<file path="config.mk">
export PLATFORM = sky130hd
export DESIGN_NAME = uart_tx_arbiter_flat
export DESIGN_NICKNAME = d
export VERILOG_FILES = /design/src/rtl/uart_tx_arbiter_if.sv /design/src/rtl/uart_tx_arbiter.sv /design/src/flat_wrapper.sv
export SDC_FILE = /design/constraint.sdc
export NUM_CORES = 1
export LEC_CHECK = 0
export ABC_CLOCK_PERIOD_IN_PS = 3200
export CORE_ASPECT_RATIO = 1.25
export CORE_MARGIN = 2
export CORE_UTILIZATION = 44
export CTS_CLUSTER_DIAMETER = 80
export CTS_CLUSTER_SIZE = 16
export DETAILED_ROUTE_END_ITERATION = 12
export PLACE_DENSITY_LB_ADDON = 0.1
export SKIP_LAST_GASP = 1
export SLEW_MARGIN = 20
export SYNTH_ARGS = -nofsm -noshare
export SYNTH_HDL_FRONTEND = slang
export SYNTH_SLANG_ARGS = --single-unit
export TNS_END_PERCENT = 1
</file>
<file path="constraint.sdc">
create_clock -name clk -period 3.2 [get_ports clk]
set_clock_uncertainty 0.05 [all_clocks]
set_input_delay 0.32 -clock clk [delete_from_list [all_inputs] [get_ports clk]]
set_output_delay 0.32 -clock clk [all_outputs]
set_load 0.01 [all_outputs]
</file>
<file path="src/rtl/uart_tx_arbiter_if.sv">
// Requester-to-UART byte bus shared by the arbiter and its environment.
// The slave modport is the arbiter. The master modport is the requesters
// together with the UART transmit FIFO.
interface uart_tx_arbiter_if #(
  parameter int NUM_REQ = 4
);
  logic [NUM_REQ-1:0]   req_valid;
  logic [8*NUM_REQ-1:0] req_data;
  logic [NUM_REQ-1:0]   req_last;
  logic [NUM_REQ-1:0]   req_ready;
  logic [7:0]           tx_data;
  logic                 tx_we;
  logic                 tx_full;

  modport slave (
    input  req_valid, req_data, req_last, tx_full,
    output req_ready, tx_data, tx_we
  );

  modport master (
    output req_valid, req_data, req_last, tx_full,
    input  req_ready, tx_data, tx_we
  );
endinterface

</file>
<file path="src/rtl/uart_tx_arbiter.sv">
// Round-robin packet arbiter that feeds N byte requesters into one UART TX FIFO.
// A grant is held for a whole packet. The packet ends on req_last, or it is
// cut short when the granted requester stays idle for too long.

// Per-channel handshake. The data output is zero unless this lane transfers,
// so the top level can OR all lanes together to form tx_data.
module uart_tx_arbiter_lane (
  input  logic       locked,
  input  logic       gnt,
  input  logic       tx_full,
  input  logic       valid,
  input  logic [7:0] data,
  output logic       ready,
  output logic       xfer,
  output logic [7:0] data_o
);
  assign ready  = locked & gnt & ~tx_full;
  assign xfer   = ready & valid;
  assign data_o = xfer ? data : 8'h00;
endmodule

module uart_tx_arbiter #(
  parameter int NUM_REQ = 4,
  parameter int TIMEOUT = 255
) (
  input  logic                clk,
  input  logic                rst,
  input  logic                enable,
  uart_tx_arbiter_if.slave    bus,
  output logic [NUM_REQ-1:0]  grant,
  output logic                busy,
  output logic                timeout_event,
  output logic [15:0]         byte_count
);
  localparam logic [0:0] S_IDLE   = 1'b0;
  localparam logic [0:0] S_LOCKED = 1'b1;
  localparam int LW = $clog2(NUM_REQ);
  localparam int CW = (TIMEOUT > 1) ? $clog2(TIMEOUT + 1) : 1;

  logic [0:0]         state_q, state_d;
  logic [NUM_REQ-1:0] grant_q, grant_d;
  logic [LW-1:0]      cur_q, cur_d;
  logic [LW-1:0]      last_q, last_d;
  logic [CW-1:0]      cnt_q, cnt_d;
  logic [15:0]        bc_q, bc_d;

  logic                     locked;
  logic [NUM_REQ-1:0]       lane_ready;
  logic [NUM_REQ-1:0]       lane_xfer;
  logic [NUM_REQ-1:0][7:0]  lane_data;
  logic [7:0]               txd;
  logic                     xfer;
  logic                     cur_valid;
  logic                     cur_last;
  logic                     to_hit;
  logic [LW-1:0]            pick;
  logic                     pick_ok;

  assign locked = (state_q == S_LOCKED);

  for (genvar i = 0; i < NUM_REQ; i++) begin : g_lane
    uart_tx_arbiter_lane u_lane (
      .locked  (locked),
      .gnt     (grant_q[i]),
      .tx_full (bus.tx_full),
      .valid   (bus.req_valid[i]),
      .data    (bus.req_data[8*i +: 8]),
      .ready   (lane_ready[i]),
      .xfer    (lane_xfer[i]),
      .data_o  (lane_data[i])
    );
  end

  // Merge the lanes. At most one lane can transfer, so an OR of the lanes acts as the mux.
  always_comb begin
    txd = 8'h00;
    for (int i = 0; i < NUM_REQ; i++) txd = txd | lane_data[i];
  end

  assign xfer          = |lane_xfer;
  assign bus.req_ready = lane_ready;
  assign bus.tx_we     = xfer;
  assign bus.tx_data   = txd;

  assign cur_valid = bus.req_valid[cur_q];
  assign cur_last  = bus.req_last[cur_q];

  // The idle cycle that would bring the counter up to TIMEOUT. A transfer
  // needs valid, so a transfer and this condition can never happen in the
  // same cycle.
  assign to_hit = (TIMEOUT > 0) && locked && !cur_valid &&
                  (cnt_q == CW'(TIMEOUT - 1));

  // Round-robin search. The loop walks from the farthest candidate to the nearest.
  // The nearest valid channel after last_q is therefore the last one written and wins.
  always_comb begin
    pick    = '0;
    pick_ok = 1'b0;
    for (int k = NUM_REQ; k >= 1; k--) begin
      logic [LW-1:0] idx;
      idx = LW'((int'(last_q) + k) % NUM_REQ);
      if (bus.req_valid[idx]) begin
        pick    = idx;
        pick_ok = 1'b1;
      end
    end
  end

  // FSM: grant in IDLE, hold the grant for the packet in LOCKED, release it on last or timeout.
  always_comb begin
    state_d = state_q;
    grant_d = grant_q;
    cur_d   = cur_q;
    last_d  = last_q;
    cnt_d   = cnt_q;
    bc_d    = bc_q + {15'd0, xfer};
    case (state_q)
      S_IDLE: begin
        if (enable && pick_ok) begin
          state_d = S_LOCKED;
          cur_d   = pick;
          grant_d = NUM_REQ'(1) << pick;
          cnt_d   = '0;
        end
      end
      S_LOCKED: begin
        if (xfer) begin
          cnt_d = '0;
          if (cur_last) begin
            state_d = S_IDLE;
            grant_d = '0;
            last_d  = cur_q;
          end
        end else if (to_hit) begin
          state_d = S_IDLE;
          grant_d = '0;
          last_d  = cur_q;
          cnt_d   = '0;
        end else if (!cur_valid && (TIMEOUT > 0)) begin
          // A tx_full stall with valid high does not reach this branch, so it does not count.
          cnt_d = cnt_q + CW'(1);
        end
      end
      default: begin
        state_d = S_IDLE;
        grant_d = '0;
      end
    endcase
  end

  // State registers. The asynchronous reset aborts any packet in progress.
  always_ff @(posedge clk or negedge rst) begin
    if (!rst) begin
      state_q <= S_IDLE;
      grant_q <= '0;
      cur_q   <= '0;
      last_q  <= LW'(NUM_REQ - 1);
      cnt_q   <= '0;
      bc_q    <= '0;
    end else begin
      state_q <= state_d;
      grant_q <= grant_d;
      cur_q   <= cur_d;
      last_q  <= last_d;
      cnt_q   <= cnt_d;
      bc_q    <= bc_d;
    end
  end

  assign grant         = grant_q;
  assign busy          = locked;
  assign timeout_event = to_hit;
  assign byte_count    = bc_q;
endmodule

</file>
<file path="src/flat_wrapper.sv">
// flat-port wrapper written by rule: the top's interface ports become plain ports
module uart_tx_arbiter_flat 
#(
  parameter int NUM_REQ = 4,
  parameter int TIMEOUT = 255
)
  (clk, rst, enable, grant, busy, timeout_event, byte_count, bus_req_valid, bus_req_data, bus_req_last, bus_tx_full, bus_req_ready, bus_tx_data, bus_tx_we);
  uart_tx_arbiter_if #(.NUM_REQ(NUM_REQ)) bus_i ();
  input  logic clk;
  input  logic rst;
  input  logic enable;
  output logic [NUM_REQ-1:0] grant;
  output logic busy;
  output logic timeout_event;
  output logic [15:0] byte_count;
  input wire logic [$bits(bus_i.req_valid)-1:0] bus_req_valid;
  input wire logic [$bits(bus_i.req_data)-1:0] bus_req_data;
  input wire logic [$bits(bus_i.req_last)-1:0] bus_req_last;
  input wire logic [$bits(bus_i.tx_full)-1:0] bus_tx_full;
  output wire logic [$bits(bus_i.req_ready)-1:0] bus_req_ready;
  output wire logic [$bits(bus_i.tx_data)-1:0] bus_tx_data;
  output wire logic [$bits(bus_i.tx_we)-1:0] bus_tx_we;
  assign bus_i.req_valid = bus_req_valid;
  assign bus_i.req_data = bus_req_data;
  assign bus_i.req_last = bus_req_last;
  assign bus_i.tx_full = bus_tx_full;
  assign bus_req_ready = bus_i.req_ready;
  assign bus_tx_data = bus_i.tx_data;
  assign bus_tx_we = bus_i.tx_we;
  uart_tx_arbiter #(.NUM_REQ(NUM_REQ), .TIMEOUT(TIMEOUT)) u_core (.clk(clk), .rst(rst), .enable(enable), .bus(bus_i), .grant(grant), .busy(busy), .timeout_event(timeout_event), .byte_count(byte_count));
endmodule
</file>
# [Word-level counts from Yosys, hierarchy flattened]
# Cells that the tools add are included.
[classes] add_sub_neg=6 n_lt_le_gt_ge=5 eq_ne=6 shift=1 muxes=42 n_bitwise=17 reduce_logical=10
[op_table] cell="2-to-1 mux 8 bit" count=8
[op_table] cell="bitwise OR 8 bit" count=3
[op_table] cell="adder 16 x 1 -> 16 bit" count=1
[op_table] cell="2-to-1 mux 4 bit" count=4
[op_table] cell="case mux 8 bit (2 select lines)" count=1
[op_table] cell="< comparator 2 x 3 -> 1 bit (second input constant)" count=5
[op_table] cell="2-to-1 mux 1 bit" count=14
[op_table] cell="2-to-1 mux 2 bit" count=7
[op_table] cell="bitwise AND 1 bit" count=12
[op_table] cell="binary-select mux 1 bit (select 2 bit)" count=6
[op_table] cell="adder 8 x 1 -> 8 bit (second input constant)" count=1
[op_table] cell="== test 8 bit (second input constant)" count=1
[op_table] cell="case mux 4 bit (2 select lines)" count=1
[op_table] cell="!= test 3 bit (second input constant)" count=2
[op_table] cell="AND reduction 3 bit" count=2
[op_table] cell="adder 2 x 1 -> 2 bit (second input constant)" count=2
[op_table] cell="adder 2 bit (second input constant)" count=2
[op_table] cell="!= test 4 bit (second input constant)" count=1
[op_table] cell="AND reduction 2 bit" count=2
[op_table] cell="OR reduction 4 bit" count=1
[op_table] cell="left shift 1 x 2 -> 4 bit (first input constant)" count=1
[op_table] cell="logical AND 1 bit" count=3
[op_table] cell="!= test 2 x 1 -> 1 bit (second input constant)" count=1
[op_table] cell="!= test 2 bit (second input constant)" count=1
[op_table] cell="4 further kinds" count=5
[totals] reg_bits=33 input_bits=44 elab_cells=93

# [Logic depth before layout (Yosys ltp)]
# Gate-level depths: netlist of run 1.
[depth] word_depth=10 ltp_mapped=11

# [Hierarchy]
# From an unflattened synthesis of run 1, not the netlist that was laid out.
[hier_totals] hier_cells=217 area_unflattened_um2=2075.7
[modules_own_cells] module="uart_tx_arbiter" instances=1 cells_per_inst=169 area_each_um2=1760.4 seq_area_each_um2=828.3
[modules_own_cells] module="uart_tx_arbiter_lane" instances=4 cells_per_inst=12 area_each_um2=78.8 seq_area_each_um2=0.0

# [Least setup slack after synthesis of run 1]
# Ideal clock, no wire load.
[synth_timing] kind="register -> register" startpoint="reg u_core.state_q (netlist: u_core.busy)" endpoint="reg u_core.bc_q[11] (netlist: u_core.byte_count[11])" setup_ns=0.079 arrival_ns=2.427 required_ns=3.071 slack_ns=0.644 path_stages_with_launch=11 n_path_buf=2 synth_period_minus_slack_ns=2.556 path_cell_list="dfrtp_1 > clkbuf_1 > nor2b_1 > clkbuf_1 > o21ai_0 > inv_1 > ha_1 > nand3_1 > nor3_1 > and3_1 > xor2_1"
[synth_via] elab_chain_len=5
[synth_lines] element="start, declared" line="uart_tx_arbiter.sv:40" rtl="logic [0:0] state_q, state_d;"
[synth_lines] element="start signal, assigned" line="uart_tx_arbiter.sv:161" rtl="state_q <= state_d;"
[synth_lines] element="bitwise AND 1 bit (2 in series)" line="uart_tx_arbiter.sv:17" rtl="assign ready = locked & gnt & ~tx_full;"
[synth_lines] element="bitwise AND 1 bit" line="uart_tx_arbiter.sv:18" rtl="assign xfer = ready & valid;"
[synth_lines] element="OR reduction 4 bit (*)" line="uart_tx_arbiter.sv:80" rtl="assign xfer = |lane_xfer;"
[synth_lines] element="via bus_tx_we" line="flat_wrapper.sv:22" rtl="output wire logic [$bits(bus_i.tx_we)-1:0] bus_tx_we;"
[synth_lines] element="adder 16 x 1 -> 16 bit (*)" line="uart_tx_arbiter.sv:116" rtl="bc_d = bc_q + {15'd0, xfer};"
[synth_lines] element="via u_core.bc_d[11]" line="uart_tx_arbiter.sv:45" rtl="logic [15:0] bc_q, bc_d;"
[synth_lines] element="end signal, assigned" line="uart_tx_arbiter.sv:159" rtl="bc_q <= '0;"
[synth_lines] element="end signal, assigned" line="uart_tx_arbiter.sv:166" rtl="bc_q <= bc_d;"
[synth_lines] element="end, declared" line="uart_tx_arbiter.sv:45"
# The timed path passes the listed nets; every way through them passes the cells marked *.
# A chain may end at the register's enable or synchronous reset.

# [Worst setup path in the final report of run 1]
[layout_timing] startpoint="in bus_req_valid[3]" endpoint="out timeout_event"
[layout_via] elab_chain_len=5
[layout_lines] element="start, declared" line="flat_wrapper.sv:16" rtl="input wire logic [$bits(bus_i.req_valid)-1:0] bus_req_valid;"
[layout_lines] element="binary-select mux 1 bit (select 2 bit)" line="uart_tx_arbiter.sv:85" rtl="assign cur_valid = bus.req_valid[cur_q];"
[layout_lines] element="2-to-1 mux 1 bit (implied by the code)" line="uart_tx_arbiter.sv:85"
[layout_lines] element="logical NOT 1 bit" line="uart_tx_arbiter.sv:91" rtl="assign to_hit = (TIMEOUT > 0) && locked && !cur_valid &&"
[layout_lines] element="logical AND 1 bit (2 in series)" line="uart_tx_arbiter.sv:91"
[layout_lines] element="end, declared" line="flat_wrapper.sv:14" rtl="output logic timeout_event;"
# No other way between the ends. The select of a mux whose other input is x is not followed.

==> out/results.ini, run 1 <==
[floorplan]
core_area_um2=4425
die_area_um2=5187
rows=27
die_x_um=64.82
ios=79
die_y_um=80.03
initial_core_util_pct=45.97

[sta]
relSlewSlack_pct=64.86
max_freq_mhz=350.0
drv_slew=0
max_slew.worst_pin.slew_ns=0.5246
fin_crit_ns=2.857
timing.final.crit_share_pct=89.28
setup-violations-final=0
setup_slack_ns=0.3431
whs_ns=0.3920
finalHoldViolations=0
finalSetupTns_ns=0
grt_setup_unrepaired=false

[global_routing]
grt_max_degree=34
groute.usage.overall_pct=22.48
grt-ovfl-total=0
antenna_found_initial=0
grt_pass1_wl_um=9039
grt_pass1_vias=1868

[place]
place.detailed.hpwl_um=4321
place_inst=335
post-place-ws_ns=0.2916
place_area_um2=2829
gp_congestion=0.8199
portBuffers=78

[yosys]
synth_ff_type=dfrtp_1
synth_fp_nets=260
syn_area_um2=2034
synth.distinct_cells=47
syn_inst=212
yosysMostFrequentCell=dfrtp_1
ys_top_cells_by_area=dfrtp_1 38%, a22oi_1 5.9%, nand2_1 3.5%
synth_seq_area_share_pct=40.71
ys_seq_elements=33
synth_top_area_share_pct=38.13
synth_top_area_cell=dfrtp_1
yosysWarnings=0
avgSynthCellArea_um2=9.596
ys_async_sr_fraction_pct=100.0
synth_common_cells=31 x dfrtp_1, 19 x nand2_1, 16 x a22oi_1, 12 x nand3_1
synth-edff-count=0

[clock_network]
post_cts_buffers=0
clk_pin_slew_worst_paths_ns=0.07
cts_tree=done
clock_latency_ns=0.29
cts_buffer_depth=2
ctsResizeCount=0
cts_hold_buf=0
cts_root_buf=clkbuf_8
cts_htree_levels=2
cts.sinks=33
numCtsBuffers=5

[route]
dr_total_vias=1914
first_pass_iters=4
wl_per_cell_um=16.19
wl_um=5552
ant_nets=0
vias_per_cell=5.580
drt_iter0_drc=75
top_layer_used=met4
route.met2.wl_um=2932
drt-met1-wl_um=2255
post-route-drc-count=0
wl_met3_um=298

[power]
power.share.switching_pct=37.79
p_switching_mw=0.6451
p_total_mw=1.707
power.share.combinational_pct=43.7
p_int_mw=1.062
clockPowerShare_pct=18.4
power_density_nw_per_um2=585.5
pwr-share-seq_pct=38.0
ir_drop_uv=572.3
leakage_nw=1.249

[finish]
final_util_pct=65.88
area_growth_syn_to_layout_pct=43.30
fin_cells=343
diodes=0
fin_nets=332
fin_area_um2=2915
fillers=369
drive_gt1_share_pct=7.719

[critical_path]
critical_path_required_ns=2.83
endpoint_kind=output pin
worstSetupStartpoint=bus_req_valid[3]
arrival_ns=2.49
crit_path_end=timeout_event
worstReg2RegStart=u_core.grant[3]$_DFFE_PN0P_
rrSetupSlack_ns=0.83
r2r_end=u_core.byte_count[11]$_DFF_PN0_
crit_type=input pin to output pin
cp_max_fo=9
reg2reg_depth=8
setup.worst_path.start_class=input pin

[worst_hold_path]
min_path_type=input pin to async pin

[run]
max-cap-violations=0

[status]
status=finished, final reports clean

==> worst min path at each step <==
stage | from | end | slack [ns] | cells past startpoint
global placement | u_core.byte_count[15]$_DFF_PN0_ | u_core.byte_count[15]$_DFF_PN0_ | 0.42 | 1
floorplan | rst | u_core.busy$_DFF_PN0_ | -0.03 | 0
finish | rst | u_core.cnt_q[7]$_DFFE_PN0P_ | 0.39 | 2
global route | rst | u_core.cnt_q[2]$_DFFE_PN0P_ | 0.43 | 2
CTS | rst | u_core.cnt_q[7]$_DFFE_PN0P_ | 0.41 | 2
detailed placement | u_core.byte_count[15]$_DFF_PN0_ | u_core.byte_count[15]$_DFF_PN0_ | 0.42 | 1
==> critical path: stages <==
cell             delay (ns)
clkdlybuf4s50_1        0.53
mux4_2                 0.61
or3_1                  0.43
inv_1                  0.06
clkdlybuf4s50_1        0.53
==> placed cells by master, fill, tap and decap left out, drive strengths merged, types with 2 or more instances in the layout <==
| cell type | count |
|---|---|
| o2bb2ai | 2 |
| nand2 | 19 |
| dfrtp | 31 |
| nor2 | 6 |
| a2111oi | 3 |
| nand3 | 12 |
| and2 | 4 |
| clkinv | 2 |
| o221ai | 2 |
| mux2 | 2 |
| a21oi | 3 |
| a31oi | 6 |
| mux4 | 2 |
| mux2i | 2 |
| and3 | 10 |
| clkdlybuf4s50 | 78 |
| o32ai | 2 |
| xor2 | 6 |
| a22oi | 16 |
| a41oi | 4 |
| nor3 | 2 |
| clkbuf | 5 |
| o21ai | 3 |
| ha | 4 |
| and4 | 2 |
| a211oi | 2 |
| dfstp | 2 |
| a22o | 3 |
| o211ai | 3 |
| nand2b | 3 |
| nor2b | 2 |
| inv | 10 |
| buf | 6 |
| xnor2 | 8 |
| nand4 | 7 |
==> registers in the layout, indices dropped and copies added, names as in the netlist <==
register and cells:
u_core.cur_q 2, u_core.grant 4, u_core.byte_count 16, u_core.cnt_q 8, u_core.busy 1, u_core.last_q 2
==> final cells by class <==
| class | count | area (um^2) | share of cell area (%) |
|---|---|---|---|
| inverters | 10 | 37.54 | 1.288 |
| multi-input cells | 150 | 1065 | 36.52 |
| repair buffers | 84 | 825.8 | 28.33 |
| clock buffers | 5 | 68.82 | 2.361 |
| clock inverters | 3 | 17.52 | 0.6009 |
| flip-flops and latches | 33 | 828.3 | 28.41 |
| well taps | 58 | 72.57 | 2.489 |
==> power by group through the flow <==
stage / sequential, mW / clock [mW] / combinational (mW)
detailed placement: 0.655 / 0 / 0.744
CTS: 0.648 / 0.320 / 0.750
global route: 0.666 / 0.339 / 0.818
finish: 0.648 / 0.313 / 0.746
floorplan: 0.625 / 0 / 0.461
global placement: 0.652 / 0 / 0.741
==> routing by layer <==
metal | up-vias | track usage [%]
met5 | - | 0
met4 | 0 | 6.809
met3 | 6 | 4.795
met2 | 59 | 41.55
met1 | 920 | 25.55
li1 | 929 | -
==> cells by family (layout without fill, tap and decap cells) <==
group / count (synthesis) / in the layout / synth area share [%]
AOI/OAI and AO/OA: 55 / 55 / 21.34
xor gates and xnor gates: 14 / 14 / 6.027
muxes: 6 / 6 / 4.305
DFF: 33 / 33 / 40.71
adders and majority gates: 4 / 4 / 2.460
and+or+nand+nor: 71 / 71 / 18.20
buffers and inverters: 29 / 102 / 6.949
Note: power is estimated with default switching activity, not from simulation.
==> run 2: changes to the inputs <==
--- a/config.mk
+++ b/config.mk
@@ -5,8 +5,8 @@
 export SDC_FILE = /design/constraint.sdc
 export NUM_CORES = 1
 export LEC_CHECK = 0
+export ABC_AREA = 0
 export ABC_CLOCK_PERIOD_IN_PS = 3200
-export CORE_ASPECT_RATIO = 1.25
 export CORE_MARGIN = 2
 export CORE_UTILIZATION = 44
 export CTS_CLUSTER_DIAMETER = 80
==> out/results.ini, run 2 (synthesis gave the netlist of run 1 again) <==
[place]
gp_congestion=0.8347
place_inst=328
place.detailed.hpwl_um=4056
portBuffers=78

[sta]
whs_ns=0.3818
finalSetupTns_ns=0
max_slew.worst_pin.slew_ns=0.8058
finalHoldViolations=0
max_freq_mhz=349.0
setup-violations-final=0
grt_setup_unrepaired=false
drv_slew=0
fin_crit_ns=2.865
relSlewSlack_pct=44.89
timing.final.crit_share_pct=89.54

[route]
route.met2.wl_um=2563
first_pass_iters=4
top_layer_used=met4
ant_nets=0
drt_iter0_drc=138
post-route-drc-count=0
wl_met3_um=338
vias_per_cell=5.640
wl_um=5302
drt-met1-wl_um=2343
dr_total_vias=1895
wl_per_cell_um=15.78

[run]
max-cap-violations=0

[global_routing]
groute.usage.overall_pct=21.77
grt_pass1_vias=1780
grt-ovfl-total=0
grt_pass1_wl_um=8804
grt_max_degree=34
antenna_found_initial=0

[floorplan]
die_x_um=72
die_y_um=72
ios=79
initial_core_util_pct=46.09
die_area_um2=5184
rows=24
core_area_um2=4414

[finish]
multiInputGateArea_um2=1065
fin_nets=331
diodes=0
largest_reg_flops=16
layout_common_cells=78 x clkdlybuf4s50_1, 31 x dfrtp_1, 19 x nand2_1, 16 x a22oi_1, 12 x nand3_1
layout_commonest_cell=clkdlybuf4s50_1
drive_gt1_share_pct=7.042
final-seq-area_um2=828.3
area_growth_syn_to_layout_pct=42.93
fillers=367
fin_cells=336

[critical_path]
arrival_ns=2.50
endpoint_kind=output pin
critical_path_required_ns=2.83
setup.worst_path.start_class=input pin
cp_max_fo=9
crit_type=input pin to output pin

[clock_network]
ctsResizeCount=0
post_cts_buffers=0
clock_latency_ns=0.29
clk_pin_slew_worst_paths_ns=0.07
cts_tree=done
cts_buffer_depth=2
cts_hold_buf=0
numCtsBuffers=5
cts_htree_levels=2
cts.sinks=33
cts_root_buf=clkbuf_8

[power]
power_density_nw_per_um2=592.3
p_total_mw=1.722
leakage_nw=1.245
ir_drop_uv=428.4

[worst_hold_path]
min_path_type=input pin to async pin

[status]
status=finished, final reports clean

[run 2: cell count changes in the layout (fill, tap and decap cells not counted)]
cell      change
clkbuf_1      +1
buf_4         -1
clkinv_2      -2
clkbuf_8      +1
[run 2: per-stage QoR]
stage / setup slack [ns] / cell area (um^2) / util [%]
6_report: 0.3349 / 2908 / 65.87
5_1_grt: 0.2737 / 2908 / 65.87
4_1_cts: 0.3429 / 2908 / 65.87
3_5_place_dp: 0.3421 / 2814 / 63.75
3_3_place_gp: 0.3483 / 2814 / 63.75
2_1_floorplan: 0.6442 / 2034 / -
[run 2: critical path: stages]
cell	delay [ns]
clkdlybuf4s50_1	0.54
mux4_2	0.63
or3_1	0.42
inv_1	0.06
clkdlybuf4s50_1	0.52
[run 2: where the power goes]
group | switching [mW] | total, mW | leakage (nW) | internal (mW)
registers | 0.127 | 0.650 | 0.433 | 0.523
logic | 0.356 | 0.743 | 0.767 | 0.387
clock network | 0.155 | 0.330 | 0.0445 | 0.175
[run 2: worst paths after layout]
check	start	end	slack, ns	depth (start not counted)
worst min register to register	u_core.byte_count[15]$_DFF_PN0_	u_core.byte_count[15]$_DFF_PN0_	0.43	1
max in group asynchronous	rst	u_core.last_q[1]$_DFFE_PN1P_	2.38	2
worst max-delay path	bus_req_valid[3]	timeout_event	0.33	5
worst max register to register	u_core.grant[1]$_DFFE_PN0P_	u_core.byte_count[11]$_DFF_PN0_	0.85	8
min in group clk	u_core.byte_count[15]$_DFF_PN0_	u_core.byte_count[15]$_DFF_PN0_	0.43	1
worst min-delay path	rst	u_core.cnt_q[0]$_DFFE_PN0P_	0.38	2
[run 2: final cells by class]
type / count / share of cell area (%)
clock buffers: 7 / 2.969
repair buffers: 83 / 28.14
well taps: 52 / 2.238
flip-flops and latches: 33 / 28.49
multi-input cells: 150 / 36.62
clock inverters: 1 / 0.2582
inverters: 10 / 1.291
[run 2: metal layers]
layer | GRT usage, % | up-vias
li1 | - | 933
met1 | 29.34 | 899
met2 | 35.08 | 57
met3 | 5.278 | 6
met4 | 6.289 | 0
met5 | 0 | -
